### src/rtl/hamming_branch_metric_seq_if.sv
// hamming_branch_metric_seq_if: job/metric bus; master drives st, data_in, erase, bm_ready; slave drives state_idx, bm0, bm1, bm_valid, busy, done
interface hamming_branch_metric_seq_if #(
  parameter int N = 2,
  parameter int K = 3
) ();
  localparam int MW = $clog2(N + 1);
  logic st;
  logic [N-1:0] data_in;
  logic [N-1:0] erase;
  logic bm_ready;
  logic [K-2:0] state_idx;
  logic [MW-1:0] bm0;
  logic [MW-1:0] bm1;
  logic bm_valid;
  logic busy;
  logic done;
  modport master (
    output st, data_in, erase, bm_ready,
    input state_idx, bm0, bm1, bm_valid, busy, done
  );
  modport slave (
    input st, data_in, erase, bm_ready,
    output state_idx, bm0, bm1, bm_valid, busy, done
  );
endinterface

### src/rtl/hamming_branch_metric_seq.sv
// hamming_branch_metric_seq: streams per-state Hamming branch metrics (bm0/bm1) for one captured symbol; ports clk, rst (async high), bus (slave: st/data_in/erase/bm_ready in, state_idx/bm0/bm1/bm_valid/busy/done out)
module hamming_branch_metric_seq #(
  parameter int N = 2,
  parameter int K = 3,
  parameter logic [N*K-1:0] G = 6'b101_111
) (
  input logic clk,
  input logic rst,
  hamming_branch_metric_seq_if.slave bus
);
  localparam int MW = $clog2(N + 1);
  typedef enum logic [1:0] {IDLE, RUN, DONE} state_t;
  state_t state, state_nx;
  logic start, accept;
  logic [K-2:0] idx, idx_nx;
  logic [N-1:0] data_cap, erase_cap, data_nx, erase_nx;
  logic [MW-1:0] bm0, bm1;
  function automatic logic [MW-1:0] metric(input logic [K-1:0] r, input logic [N-1:0] d, input logic [N-1:0] e);
    logic [MW-1:0] c;
    c = '0;
    for (int j = 0; j < N; j++) c += MW'((^(r & G[j*K +: K]) ^ d[j]) & ~e[j]);
    return c;
  endfunction
  always_ff @(posedge clk or posedge rst) begin
    if (rst) state <= IDLE;
    else state <= state_nx;
  end
  always_comb begin
    start = state == IDLE && bus.st;
    accept = state == RUN && bus.bm_ready;
    state_nx = start ? RUN : (accept && (&idx)) ? DONE : state == DONE ? IDLE : state;
  end
  always_comb begin
    bus.state_idx = idx;
    bus.bm0 = bm0;
    bus.bm1 = bm1;
    bus.bm_valid = state == RUN;
    bus.busy = state != IDLE;
    bus.done = state == DONE;
  end
  // metrics are computed from the next index/capture so they are registered alongside state_idx
  always_comb begin
    idx_nx = start ? '0 : accept ? idx + {{(K-2){1'b0}}, 1'b1} : idx;
    data_nx = start ? bus.data_in : data_cap;
    erase_nx = start ? bus.erase : erase_cap;
  end
  always_ff @(posedge clk or posedge rst) begin
    if (rst) begin
      idx <= '0;
      data_cap <= '0;
      erase_cap <= '0;
      bm0 <= '0;
      bm1 <= '0;
    end else begin
      idx <= idx_nx;
      data_cap <= data_nx;
      erase_cap <= erase_nx;
      bm0 <= metric({1'b0, idx_nx}, data_nx, erase_nx);
      bm1 <= metric({1'b1, idx_nx}, data_nx, erase_nx);
    end
  end
endmodule

### src/flat_wrapper.sv
// flat-port wrapper written by rule: the top's interface ports become plain ports
module hamming_branch_metric_seq_flat 
#(
  parameter int N = 2,
  parameter int K = 3,
  parameter logic [N*K-1:0] G = 6'b101_111
)
  (clk, rst, bus_st, bus_data_in, bus_erase, bus_bm_ready, bus_state_idx, bus_bm0, bus_bm1, bus_bm_valid, bus_busy, bus_done);
  hamming_branch_metric_seq_if #(.N(N), .K(K)) bus_i ();
  input logic clk;
  input logic rst;
  input wire logic [$bits(bus_i.st)-1:0] bus_st;
  input wire logic [$bits(bus_i.data_in)-1:0] bus_data_in;
  input wire logic [$bits(bus_i.erase)-1:0] bus_erase;
  input wire logic [$bits(bus_i.bm_ready)-1:0] bus_bm_ready;
  output wire logic [$bits(bus_i.state_idx)-1:0] bus_state_idx;
  output wire logic [$bits(bus_i.bm0)-1:0] bus_bm0;
  output wire logic [$bits(bus_i.bm1)-1:0] bus_bm1;
  output wire logic [$bits(bus_i.bm_valid)-1:0] bus_bm_valid;
  output wire logic [$bits(bus_i.busy)-1:0] bus_busy;
  output wire logic [$bits(bus_i.done)-1:0] bus_done;
  assign bus_i.st = bus_st;
  assign bus_i.data_in = bus_data_in;
  assign bus_i.erase = bus_erase;
  assign bus_i.bm_ready = bus_bm_ready;
  assign bus_state_idx = bus_i.state_idx;
  assign bus_bm0 = bus_i.bm0;
  assign bus_bm1 = bus_i.bm1;
  assign bus_bm_valid = bus_i.bm_valid;
  assign bus_busy = bus_i.busy;
  assign bus_done = bus_i.done;
  hamming_branch_metric_seq #(.N(N), .K(K), .G(G)) u_core (.clk(clk), .rst(rst), .bus(bus_i));
endmodule
### config.mk
export PLATFORM = sky130hd
export DESIGN_NAME = hamming_branch_metric_seq_flat
export DESIGN_NICKNAME = d
export VERILOG_FILES = /design/src/rtl/hamming_branch_metric_seq_if.sv /design/src/rtl/hamming_branch_metric_seq.sv /design/src/flat_wrapper.sv
export SDC_FILE = /design/constraint.sdc
export NUM_CORES = 1
export LEC_CHECK = 0
export CAP_MARGIN = 20
export CORE_MARGIN = 3
export CORE_UTILIZATION = 51
export CTS_CLUSTER_DIAMETER = 60
export CTS_CLUSTER_SIZE = 16
export DETAILED_ROUTE_END_ITERATION = 10
export HOLD_SLACK_MARGIN = 0.06
export PLACE_DENSITY = 0.91
export SYNTH_ARGS = -nofsm -noshare
export SYNTH_HDL_FRONTEND = slang
export SYNTH_SLANG_ARGS = --single-unit
### constraint.sdc
create_clock -name clk -period 3.4 [get_ports clk]
set_clock_uncertainty 0.2 [all_clocks]
set_input_delay 1.02 -clock clk [delete_from_list [all_inputs] [get_ports clk]]
set_output_delay 1.02 -clock clk [all_outputs]
set_load 0.01 [all_outputs]
==> results.md, run 1 <==
- Placer Congestion: about 0.8
- Clock root buffer: clkbuf_4
- First-pass GRT wire length: about 2500 µm
- Reg area: approximately 300 µm²
- Final worst path period share: between 80 and 90%
- Post-route setup TNS: 0 ps
- Sw Ratio: between 30% and 40%
- Total gr overflow: 0
- Slowest stage delay, CP: around 500 ps
- Req. time, crit path: between 3000 and 4000 ps
- Initial Utilization: 59.88%
- Total routed wirelength: roughly 1400 µm
- Post-place setup slack: 241.6 ps
- CP startpoint kind: primary input
- Core Region: between 0.001 and 0.0015 mm²
- Seq pwr share: 30.7%
- Total CTS buffers: 3
- Post-CTS Hold Buffers: 0
- H-tree depth: 1
- Share of post-route cells with drive strength above 1: between 10% and 20%
- Multi-input logic area: 389.1 µm²
- Worst path slowest cell: clkdlybuf4s50_1
- DRC violations left: 0
- Final Total Pwr: 0.8964 mW
- DRT iter0 DRCs: 22
- Setup WS post-layout: approximately 530 ps
- P_int: about 0.54 mW
- Main synth FF type: dfrtp_1
- RSZ-0062 raised after global routing: no
- CTS tree: yes
- Worst min path class: flop to flop
- Die Span Y: between 40 and 50 µm
- Max Cap Violations: 0
- VDD IR max: roughly 0.51 mV
- Final nets: between 100 and 150
- Worst slew pin tran: 465.8 ps
- Cells after Synth: between 70 and 80
- Area grow syn2layout: 27.66%
- Placed cells: 99
- Switch Pwr: 0.3530 mW
- Commonest cells post-synth: dfrtp_1, nand2_1, inv_1, nor2b_1, xnor2_1
- Leading area contributor after synthesis: dfrtp_1
- Status: finished, final reports clean
- Worst hold endpoint: u_core.erase_cap[0]$_DFF_PP0_
- TritonRoute pass-1 iters: 4
- Crit path DAT: approximately 2900 ps
- Vias in the first global route: around 560
- Drt via density: about 5.7
- Mapped Nets: between 80 and 90
- Post-CTS setup buffers: 0
- Worst Setup End Kind: flop
- Crit-path leading delay family: buffers and inverters
- Initial antenna violation count: 0
- Max Freq: 347.9 MHz
- R2R Path Start: u_core.bus.state_idx[0]$_DFF_PP0_
- CTS resizes: 0
- Flops & latches, synth: 12
- Worst r2r path cells: 6
- Number of synthesized flops with an enable pin: 0
- CP bufs+invs: 2
- Register area share after synthesis: around two fifths
- Slew Viols, Final: 0
- Number of distinct library cells after synthesis: 30
- Largest net degree at the start of global routing: 13
- Clock share of power: a little over an eighth
- Setup Crit Path Kind: primary input to flop
- Hold Path Origin: u_core.erase_cap[0]$_DFF_PP0_
- Post-Layout Cell Count: between 100 and 150
- # setup viols final: 0
- Num ports: 17
- Asr flop ratio synth: 100.0%
- Clock-pin transition on the worst setup and hold timing paths: ~80 ps
- R2r setup slk: ~1100 ps
- Routed via count: about 580
- Clk_lat worst skew: about 280 ps
- Avg WL per Cell: around 14 µm
- I/O Buffers: 16
- Area contributors post-synth: dfrtp_1, nand2_1, ha_1
- Synth top area share: between 40% and 50%
- Relative slew slack: between 60% and 70%
- Setup crit start: bus_st
- Chain of cells forming the critical path: clkdlybuf4s50_1 > nor3b_4 > buf_4 > mux2i_1 > a21bo_2 > o22ai_1 > ha_1
- Worst hold stages: 2
- Final min period: 2874 ps
- Clk sinks: 12
- Worst Path Max Fanout: 7
- Synthesized area per cell: just over 10 µm²
- Synth Cell Area: roughly 730 µm²
- Filler instances: 83
- Detailed placer's ending HPWL: approximately 1100 µm
- Width of the chip: roughly 44 µm
- LEAKAGE: 0.4237 nW
- Logic pwr share: between 50% and 60%
- Endpoints failing hold: 0
- Die ar.: about 0.0019 mm²
- Site row count: 12
- Total power divided by cell area: between 900 and 1000 mW/mm²
- Max clock buf depth: 2
- Number of synthesis warnings: 0
- Capture point of the worst reg-to-reg path: u_core.bus.bm1[0]$_DFF_PP0_
- Antenna diode count: 0
- Antenna viol nets, final: 0
- GR Util All Layers: a little under a fifth
[flip-flops by register name, indices dropped and copies added, names as in the netlist]
signal / flops
u_core.bus.bm0: 2
u_core.state: 2
u_core.bus.bm1: 2
u_core.bus.state_idx: 2
u_core.erase_cap: 2
u_core.data_cap: 2
[kinds of logic (layout without fill, tap and decap cells)]
group | after synthesis | count (layout) | share of synthesized area [%]
mux | 4 | 4 | 6.013
compound gates | 14 | 14 | 15.98
simple gates | 25 | 25 | 20.27
xor+xnor | 5 | 5 | 6.013
fa+ha+maj | 3 | 3 | 5.155
flops | 12 | 12 | 41.24
buf+inv | 8 | 26 | 5.325
[layout by cell type, fill, tap and decap left out, types with 2 or more instances in the layout]
cell / Yosys / layout
clkdlybuf4s50_1: 0 / 16
nand2_1: 12 / 12
dfrtp_1: 12 / 12
nor2b_1: 5 / 5
inv_1: 5 / 5
xnor2_1: 4 / 4
o21ai_0: 3 / 3
mux2i_1: 3 / 3
ha_1: 3 / 3
clkbuf_4: 0 / 3
o22ai_1: 2 / 2
a21oi_1: 2 / 2
[stage by stage]
step | util, % | cell area [µm²] | hold slack (ps)
4_1_cts | 76.44 | 929.6 | 307.5
3_3_place_gp | 73.46 | 893.4 | 280.3
3_5_place_dp | 73.46 | 893.4 | 287.1
5_1_grt | 76.44 | 929.6 | 347.8
6_report | 76.44 | 929.6 | 312.2
2_1_floorplan | - | 728.2 | 256.5
[final cells by class]
class | instances | area share [%]
multi-input cells | 51 | 41.86
clock buffers | 4 | 3.903
repair buffers | 17 | 18.04
inverters | 5 | 2.019
flip-flops and latches | 12 | 32.30
well taps | 14 | 1.884
[routing by layer]
metal  vias up  track usage (%)  part of all wire, %
li1        281                -                    -
met1       260            22.39                   41
met2        34            26.74                   45
met3         7            5.394                   11
met4         0            12.05                  2.5
met5         -                0                    0
[tightest hold or removal path: stages (launching register included)]
cell	delay, ps
dfrtp_1	350
nand2_1	70
nand2_1	60
[worst max-delay path by stage]
stage	to	slack (ps)	depth (start not counted)
final	u_core.bus.bm1[0]$_DFF_PP0_	530	7
after global routing	u_core.bus.bm1[0]$_DFF_PP0_	370	7
after CTS	u_core.bus.bm1[0]$_DFF_PP0_	540	6
after detailed placement	u_core.bus.bm1[0]$_DFF_PP0_	240	6
after global placement	u_core.bus.bm1[0]$_DFF_PP0_	260	6
after floorplan	u_core.bus.bm1[0]$_DFF_PP0_	760	5
[power by group through the flow]
stage                     sequential, mW  clock, mW  combinational [mW]
after floorplan                    0.262          0               0.374
after global placement             0.275          0               0.492
after detailed placement           0.278          0               0.504
after CTS                          0.276      0.120               0.507
after global routing               0.289      0.128               0.560
final                              0.275      0.118               0.503
Power figures use the tool's default switching activity.
==> run 2: changes to the inputs <==
--- a/config.mk
+++ b/config.mk
@@ -7,12 +7,12 @@
 export LEC_CHECK = 0
 export CAP_MARGIN = 20
 export CORE_MARGIN = 3
-export CORE_UTILIZATION = 51
+export CORE_UTILIZATION = 43
 export CTS_CLUSTER_DIAMETER = 60
 export CTS_CLUSTER_SIZE = 16
 export DETAILED_ROUTE_END_ITERATION = 10
 export HOLD_SLACK_MARGIN = 0.06
-export PLACE_DENSITY = 0.91
+export PLACE_DENSITY = 0.83
 export SYNTH_ARGS = -nofsm -noshare
 export SYNTH_HDL_FRONTEND = slang
 export SYNTH_SLANG_ARGS = --single-unit
==> constraint.sdc (replaced) <==
create_clock -name clk -period 2.6 [get_ports clk]
set_clock_uncertainty 0.2 [all_clocks]
set_input_delay 0.78 -clock clk [delete_from_list [all_inputs] [get_ports clk]]
set_output_delay 0.78 -clock clk [all_outputs]
set_load 0.01 [all_outputs]
==> run 2 against run 1 <==
Effect of this change:
- sequential share of layout area fell by 1.8 points
- wire length is 2.3% higher
- setup slack got worse by 500 ps
- highest routed layer unchanged
- first-iteration DRC count down 23%
- combinational power up 54%
- final area increased by 6.5%
- hold slack got worse by 7.0 ps
- critical path type unchanged
- utilization fell by 12 points
- final cell count rose by 8.7%
- via count up 1.5%
- die area up 16%
- power up 37%
==> results.md, run 2 (same netlist as run 1, synthesis figures left out) <==
- Initial Utilization: 47.24% (-13 points)
- Placer Congestion: 0.8947 (+8.7%)
- Final worst path period share: roughly 99%
- Crit path DAT: 2520 ps (-330 ps)
- Sw Ratio: 38.66% (-0.73 points)
- Endpoints failing hold: 0 (unchanged)
- Antenna viol nets, final: 0 (unchanged)
- Clock root buffer: clkbuf_4
- # setup viols final: 0 (unchanged)
- Worst r2r path cells: 7 (+1)
- Total power divided by cell area: 1243 mW/mm² (+29%)
- Seq pwr share: 27.9% (-2.8 points)
- H-tree depth: 1 (unchanged)
- TritonRoute pass-1 iters: 4 (unchanged)
- Core Region: 0.001541 mm² (+27%)
- DRC violations left: 0 (unchanged)
- Chain of cells forming the critical path: clkdlybuf4s50_1 > nor2b_1 > a221oi_4 > xnor2_1 > a32o_1 > ha_1
- Hold Path Origin: u_core.data_cap[1]$_DFF_PP0_
- Status: finished, final reports clean
- Max clock buf depth: 2 (unchanged)
- Clk_lat worst skew: 270 ps (about the same)
- Clock-pin transition on the worst setup and hold timing paths: 70 ps (about the same)
- Post-route setup TNS: 0 ps (unchanged)
- Drt via density: 5.277 (-6.6%)
- Num ports: 17 (unchanged)
- Logic pwr share: 63.1% (+6.9 points)
- Final min period: 2569 ps
- Slew Viols, Final: 0 (unchanged)
- Final Total Pwr: 1.231 mW (+37%)
- Total routed wirelength: 1452 µm (+2.3%)
- CTS tree: yes
- Avg WL per Cell: 12.96 µm (-5.9%)
- P_int: 0.7549 mW (+39%)
- Most common cell after layout, fill and taps aside: clkdlybuf4s50_1
- Total CTS buffers: 3 (unchanged)
- Total gr overflow: 0 (unchanged)
- First-pass GRT wire length: 2263 µm (-8.1%)
- Worst Path Max Fanout: 6 (-1)
- Capture point of the worst reg-to-reg path: u_core.bus.bm1[0]$_DFF_PP0_
- R2R Path Start: u_core.bus.state_idx[0]$_DFF_PP0_
- DRT iter0 DRCs: 17 (-23%)
- Clk sinks: 12 (unchanged)
- Share of post-route cells with drive strength above 1: 20.83% (+8.5 points)
- Final nets: 109 (+7.9%)
- Die ar.: 0.002223 mm² (+16%)
- Worst hold stages: 2 (unchanged)
- Initial antenna violation count: 0 (unchanged)
- GR Util All Layers: 14.97% (-3.1 points)
- Commonest cells after routing, fill and taps aside: clkdlybuf4s50_1, nand2_1, dfrtp_1
- Site row count: 14 (+2)
- Max Cap Violations: 0 (unchanged)
- Filler instances: 131 (+58%)
- Worst hold slack: 305.2 ps (-6.994 ps)
- Setup Crit Path Kind: primary input to flop
- Worst hold endpoint: u_core.data_cap[1]$_DFF_PP0_
- Die Span Y: 47.15 µm (+7.7%)
- R2r setup slk: 420 ps (-710 ps)
- Slowest stage delay, CP: 570 ps (+70 ps)
- Worst path slowest cell: clkdlybuf4s50_1
- CP startpoint kind: primary input
- Area grow syn2layout: 35.91%
- Routed via count: 591 (+1.5%)
- Vias in the first global route: 522 (-6.3%)
- Worst min path class: flop to flop
- I/O Buffers: 16 (unchanged)
- RSZ-0062 raised after global routing: no
- VDD IR max: 0.6303 mV (+23%)
- Relative slew slack: 71.13% (+2.5 points)
- Worst slew pin tran: 432.5 ps (-33.29 ps)
- Max Freq: between 300 and 400 MHz
- Detailed placer's ending HPWL: 1064 µm (-1.0%)
- Req. time, crit path: 2550 ps (-830 ps)
- Post-CTS Hold Buffers: 0 (unchanged)
- Width of the chip: 47.15 µm (+7.7%)
- Worst Setup End Kind: flop
- Antenna diode count: 0 (unchanged)
- Largest net degree at the start of global routing: 13 (unchanged)
- LEAKAGE: 0.4665 nW (+10%)
- Finished Core Util: 64.20% (-12 points)
- Clock share of power: 9.0% (-4.1 points)
- Switch Pwr: 0.4757 mW (+35%)
## run 2: changes by cell type in the layout (fill, tap and decap cells not counted)
cell / previous run / this run
buf_4: 1 / 9
clkbuf_8: 1 / 0
clkdlybuf4s50_1: 16 / 15
dfrtp_1: 12 / 11
dfrtp_2: 0 / 1
dlymetal6s2s_1: 0 / 1
xnor2_1: 4 / 3
xnor2_2: 0 / 1
## run 2: timing repair
| action | in CTS | in global routing |
|---|---|---|
| resized for setup | 0 | 3 |
| endpoints found under the setup margin | 0 | 3 |
| buffers inserted | 0 | 0 |
## run 2: how the worst max path moves through the flow
stage                                  end  slack (ps)  depth (start not counted)    startpoint
2_1_floorplan  u_core.bus.bm1[0]$_DFF_PP0_         200                          5        bus_st
3_3_place_gp   u_core.bus.bm1[0]$_DFF_PP0_        -220                          7        bus_st
3_5_place_dp   u_core.bus.bm1[0]$_DFF_PP0_        -240                          7        bus_st
4_1_cts        u_core.bus.bm1[0]$_DFF_PP0_          10                          7        bus_st
5_1_grt        u_core.bus.bm0[0]$_DFF_PP0_           6                          6  bus_bm_ready
6_report       u_core.bus.bm0[0]$_DFF_PP0_          30                          6  bus_bm_ready
## run 2: layer usage
layer  up-vias  global-route usage [%]  part of all wire, %
met5         -                       0                    0
met4         0                   8.287                  2.1
met3         4                   3.831                  3.4
met2        15                   21.68                   46
met1       275                   20.24                   48
li1        297                       -                    -
## run 2: per-stage QoR
step | setup WS (ps) | area [µm²] | cells
after floorplan | 197.6 | 728.2 | 71
after global placement | -224.1 | 955.9 | 109
after detailed placement | -244.8 | 955.9 | 109
after CTS | 9.858 | 978.4 | 112
after global routing | 5.505 | 989.7 | 112
final | 30.70 | 989.7 | 112
## run 2: power groups by stage
stage / Sequential, mW / Clock, mW / Combinational (mW)
finish: 0.343 / 0.111 / 0.776
floorplan: 0.342 / 0 / 0.489
detailed placement: 0.344 / 0 / 0.757
global placement: 0.342 / 0 / 0.743
CTS: 0.340 / 0.115 / 0.770
global route: 0.355 / 0.123 / 0.845
## run 2: cell type report
| class | instances | area, µm² | area share, % |
|---|---|---|---|
| clock buffers | 3 | 22.52 | 2.276 |
| inverters | 5 | 18.77 | 1.896 |
| multi-input cells | 51 | 396.6 | 40.08 |
| flip-flops and latches | 12 | 301.5 | 30.47 |
| well taps | 16 | 20.02 | 2.023 |
| repair buffers | 25 | 230.2 | 23.26 |
## run 2: critical path, delay by kind of cell
kind / cells / cell delay [ps]
simple gates: 1 / 110
fa+ha+maj: 1 / 290
buf+inv: 1 / 570
xor+xnor: 1 / 130
compound gates: 2 / 640
==> run 3: changes to the inputs <==
--- a/config.mk
+++ b/config.mk
@@ -6,7 +6,6 @@
 export NUM_CORES = 1
 export LEC_CHECK = 0
 export CAP_MARGIN = 20
-export CORE_MARGIN = 3
 export CORE_UTILIZATION = 43
 export CTS_CLUSTER_DIAMETER = 60
 export CTS_CLUSTER_SIZE = 16
==> run 3 against run 2 <==
Effect of this change:
- combinational power increased by 3.2%
- flip-flop and latch count stayed put
- sequential share of layout area down 0.79 points
- final cell count is 2.7% higher
- first-iteration DRC count is 59% lower
- final area grew 2.7%
- hold slack worse by 5.8 ps
- utilization up 1.7 points
- register-to-register slack got worse by 90 ps
- largest cell class unchanged
- largest power group unchanged
==> results.md, run 3 (same netlist as run 1, synthesis figures left out) <==
- Vias in the first global route: 555 (+6.3%)
- Num ports: 17 (unchanged)
- Final min period: 2514 ps (-55.55 ps)
- Worst r2r path cells: 7 (unchanged)
- Worst Setup End Kind: output pin
- Clk sinks: 12 (unchanged)
- RSZ-0062 raised after global routing: no
- Worst slew pin tran: 440.5 ps (+7.998 ps)
- Max clock buf depth: 2 (unchanged)
- GR Util All Layers: 19.23% (+4.3 points)
- Antenna diode count: 0 (unchanged)
- Drt via density: 5.087 (-3.6%)
- Share of post-route cells with drive strength above 1: 23.23% (+2.4 points)
- Chain of cells forming the critical path: or2_2 > clkdlybuf4s50_1
- Setup Crit Path Kind: flop to output pin
- Most common cell after layout, fill and taps aside: clkdlybuf4s50_1
- Largest net degree at the start of global routing: 13 (unchanged)
- Finished Core Util: 65.91% (+1.7 points)
- Relative slew slack: 70.60% (-0.53 points)
- Crit-path leading delay family: flip-flops
- Total CTS buffers: 3 (unchanged)
- Clock share of power: 11.7% (+2.7 points)
- Post-CTS setup buffers: 0 (unchanged)
- Clock-pin transition on the worst setup and hold timing paths: 80 ps (about the same)
- Site row count: 14 (unchanged)
- DRT iter0 DRCs: 7 (-10)
- Logic pwr share: 61.9% (-1.2 points)
- Area grow syn2layout: 39.52%
- Endpoints failing hold: 0 (unchanged)
- Clock root buffer: clkbuf_4
- Die Span Y: 43.15 µm (-8.5%)
- Total routed wirelength: 1521 µm (+4.8%)
- DRC violations left: 0 (unchanged)
- I/O Buffers: 16 (unchanged)
- Slew Viols, Final: 0 (unchanged)
- Post-route setup TNS: 0 ps (unchanged)
- Total power divided by cell area: 1274 mW/mm² (+2.4%)
- Worst hold stages: 2 (unchanged)
- CTS tree: yes
- Worst Path Max Fanout: 11 (+5)
- Status: finished, final reports clean
- Worst min path class: flop to flop
- Initial Utilization: 47.24% (unchanged)
- CP bufs+invs: 1 (unchanged)
- Placer Congestion: 0.8029 (-10%)
- Die ar.: 0.001862 mm² (-16%)
- Clk_lat worst skew: 280 ps (about the same)
- Switch Pwr: 0.5044 mW (+6.0%)
- VDD IR max: 0.5760 mV (-8.6%)
- First-pass GRT wire length: 2525 µm (+12%)
- # setup viols final: 0 (unchanged)
- P_int: 0.7896 mW (+4.6%)
- LEAKAGE: 0.4807 nW (+3.0%)
- Cell count along the critical path: 2 (-4)
- Final worst path period share: 96.68% (-2.1 points)
- CP startpoint kind: flop
- Max Cap Violations: 0 (unchanged)
- Core Region: 0.001541 mm² (unchanged)
- Max Freq: 397.8 MHz (+2.2%)
- Width of the chip: 43.15 µm (-8.5%)
- Seq pwr share: 26.4% (-1.5 points)
- Initial antenna violation count: 0 (unchanged)
- Final Total Pwr: 1.294 mW (+5.2%)
- TritonRoute pass-1 iters: 4 (unchanged)
- Sw Ratio: 38.98% (+0.32 points)
- Req. time, crit path: 1620 ps (-930 ps)
- Worst path slowest cell: dfrtp_2
- Total gr overflow: 0 (unchanged)
- H-tree depth: 1 (unchanged)
- Slowest stage delay, CP: 490 ps (-80 ps)
- Crit path DAT: 1530 ps (-990 ps)
- Antenna viol nets, final: 0 (unchanged)
- Avg WL per Cell: 13.23 µm (+2.0%)
- Routed via count: 585 (-1.0%)
- Final nets: 111 (+1.8%)
- Commonest cells after routing, fill and taps aside: clkdlybuf4s50_1, nand2_1, buf_4, dfrtp_1
- Detailed placer's ending HPWL: 1127 µm (+5.9%)
run 3: area by class of cell:
cell class / instances / area (µm²)
inverter: 5 / 18.77
multi-input combinational: 51 / 395.4
sequential: 12 / 301.5
timing repair buffer: 27 / 244.0
fill: 119 / 525.5
tap: 16 / 20.02
clock buffer: 4 / 36.28
run 3: worst reg2reg max path: cells and delay by family, from the launching register on:
| family | cells | cell delay (ps) |
|---|---|---|
| and+or+nand+nor | 1 | 290 |
| muxes | 2 | 480 |
| buffers and inverters | 2 | 350 |
| DFF | 1 | 410 |
| AOI/OAI and AO/OA | 1 | 120 |
| adders and majority gates | 1 | 300 |
run 3: final timing paths:
| check | startpoint | to | slack (ps) |
|---|---|---|---|
| worst min-delay path | u_core.data_cap[1]$_DFF_PP0_ | u_core.data_cap[1]$_DFF_PP0_ | 300 |
| worst max register to register | u_core.state[0]$_DFFE_PP0P_ | u_core.bus.bm1[0]$_DFF_PP0_ | 330 |
| max in group asynchronous | rst | u_core.state[1]$_DFFE_PP0P_ | 1270 |
| worst min register to register | u_core.data_cap[1]$_DFF_PP0_ | u_core.data_cap[1]$_DFF_PP0_ | 300 |
| worst max-delay path | u_core.state[1]$_DFFE_PP0P_ | bus_busy | 90 |
| min in group asynchronous | rst | u_core.state[0]$_DFFE_PP0P_ | 600 |
run 3: power groups by stage:
stage | combinational (mW) | sequential (mW) | clock, mW
2_1_floorplan | 0.489 | 0.342 | 0
3_3_place_gp | 0.748 | 0.343 | 0
3_5_place_dp | 0.767 | 0.344 | 0
4_1_cts | 0.774 | 0.341 | 0.156
5_1_grt | 0.875 | 0.354 | 0.170
6_report | 0.801 | 0.341 | 0.152
run 3: per-stage QoR:
stage | area (µm²) | hold slack (ps) | instances | worst slack, ps
2_1_floorplan | 728.2 | 256.5 | 71 | 197.6
3_3_place_gp | 970.9 | 277.8 | 111 | -218.4
3_5_place_dp | 970.9 | 283.2 | 111 | -301.2
4_1_cts | 1006 | 300.8 | 115 | 31.93
5_1_grt | 1016 | 322.4 | 115 | 24.93
6_report | 1016 | 299.4 | 115 | 86.25
run 3: metal layers:
layer,up-vias,wire (µm),track usage [%]
met3,2,50,5.106
met1,270,725,25.94
met2,12,731,27.46
met5,-,0,0
met4,0,14,10.91
li1,301,-,-
run 3: timing repair:
item / 4_1_cts / 5_1_grt
pin swaps: 1 / 0
gates resized for setup: 1 / 3
setup endpoints to repair: 1 / 3
hold buffers: 0 / 0
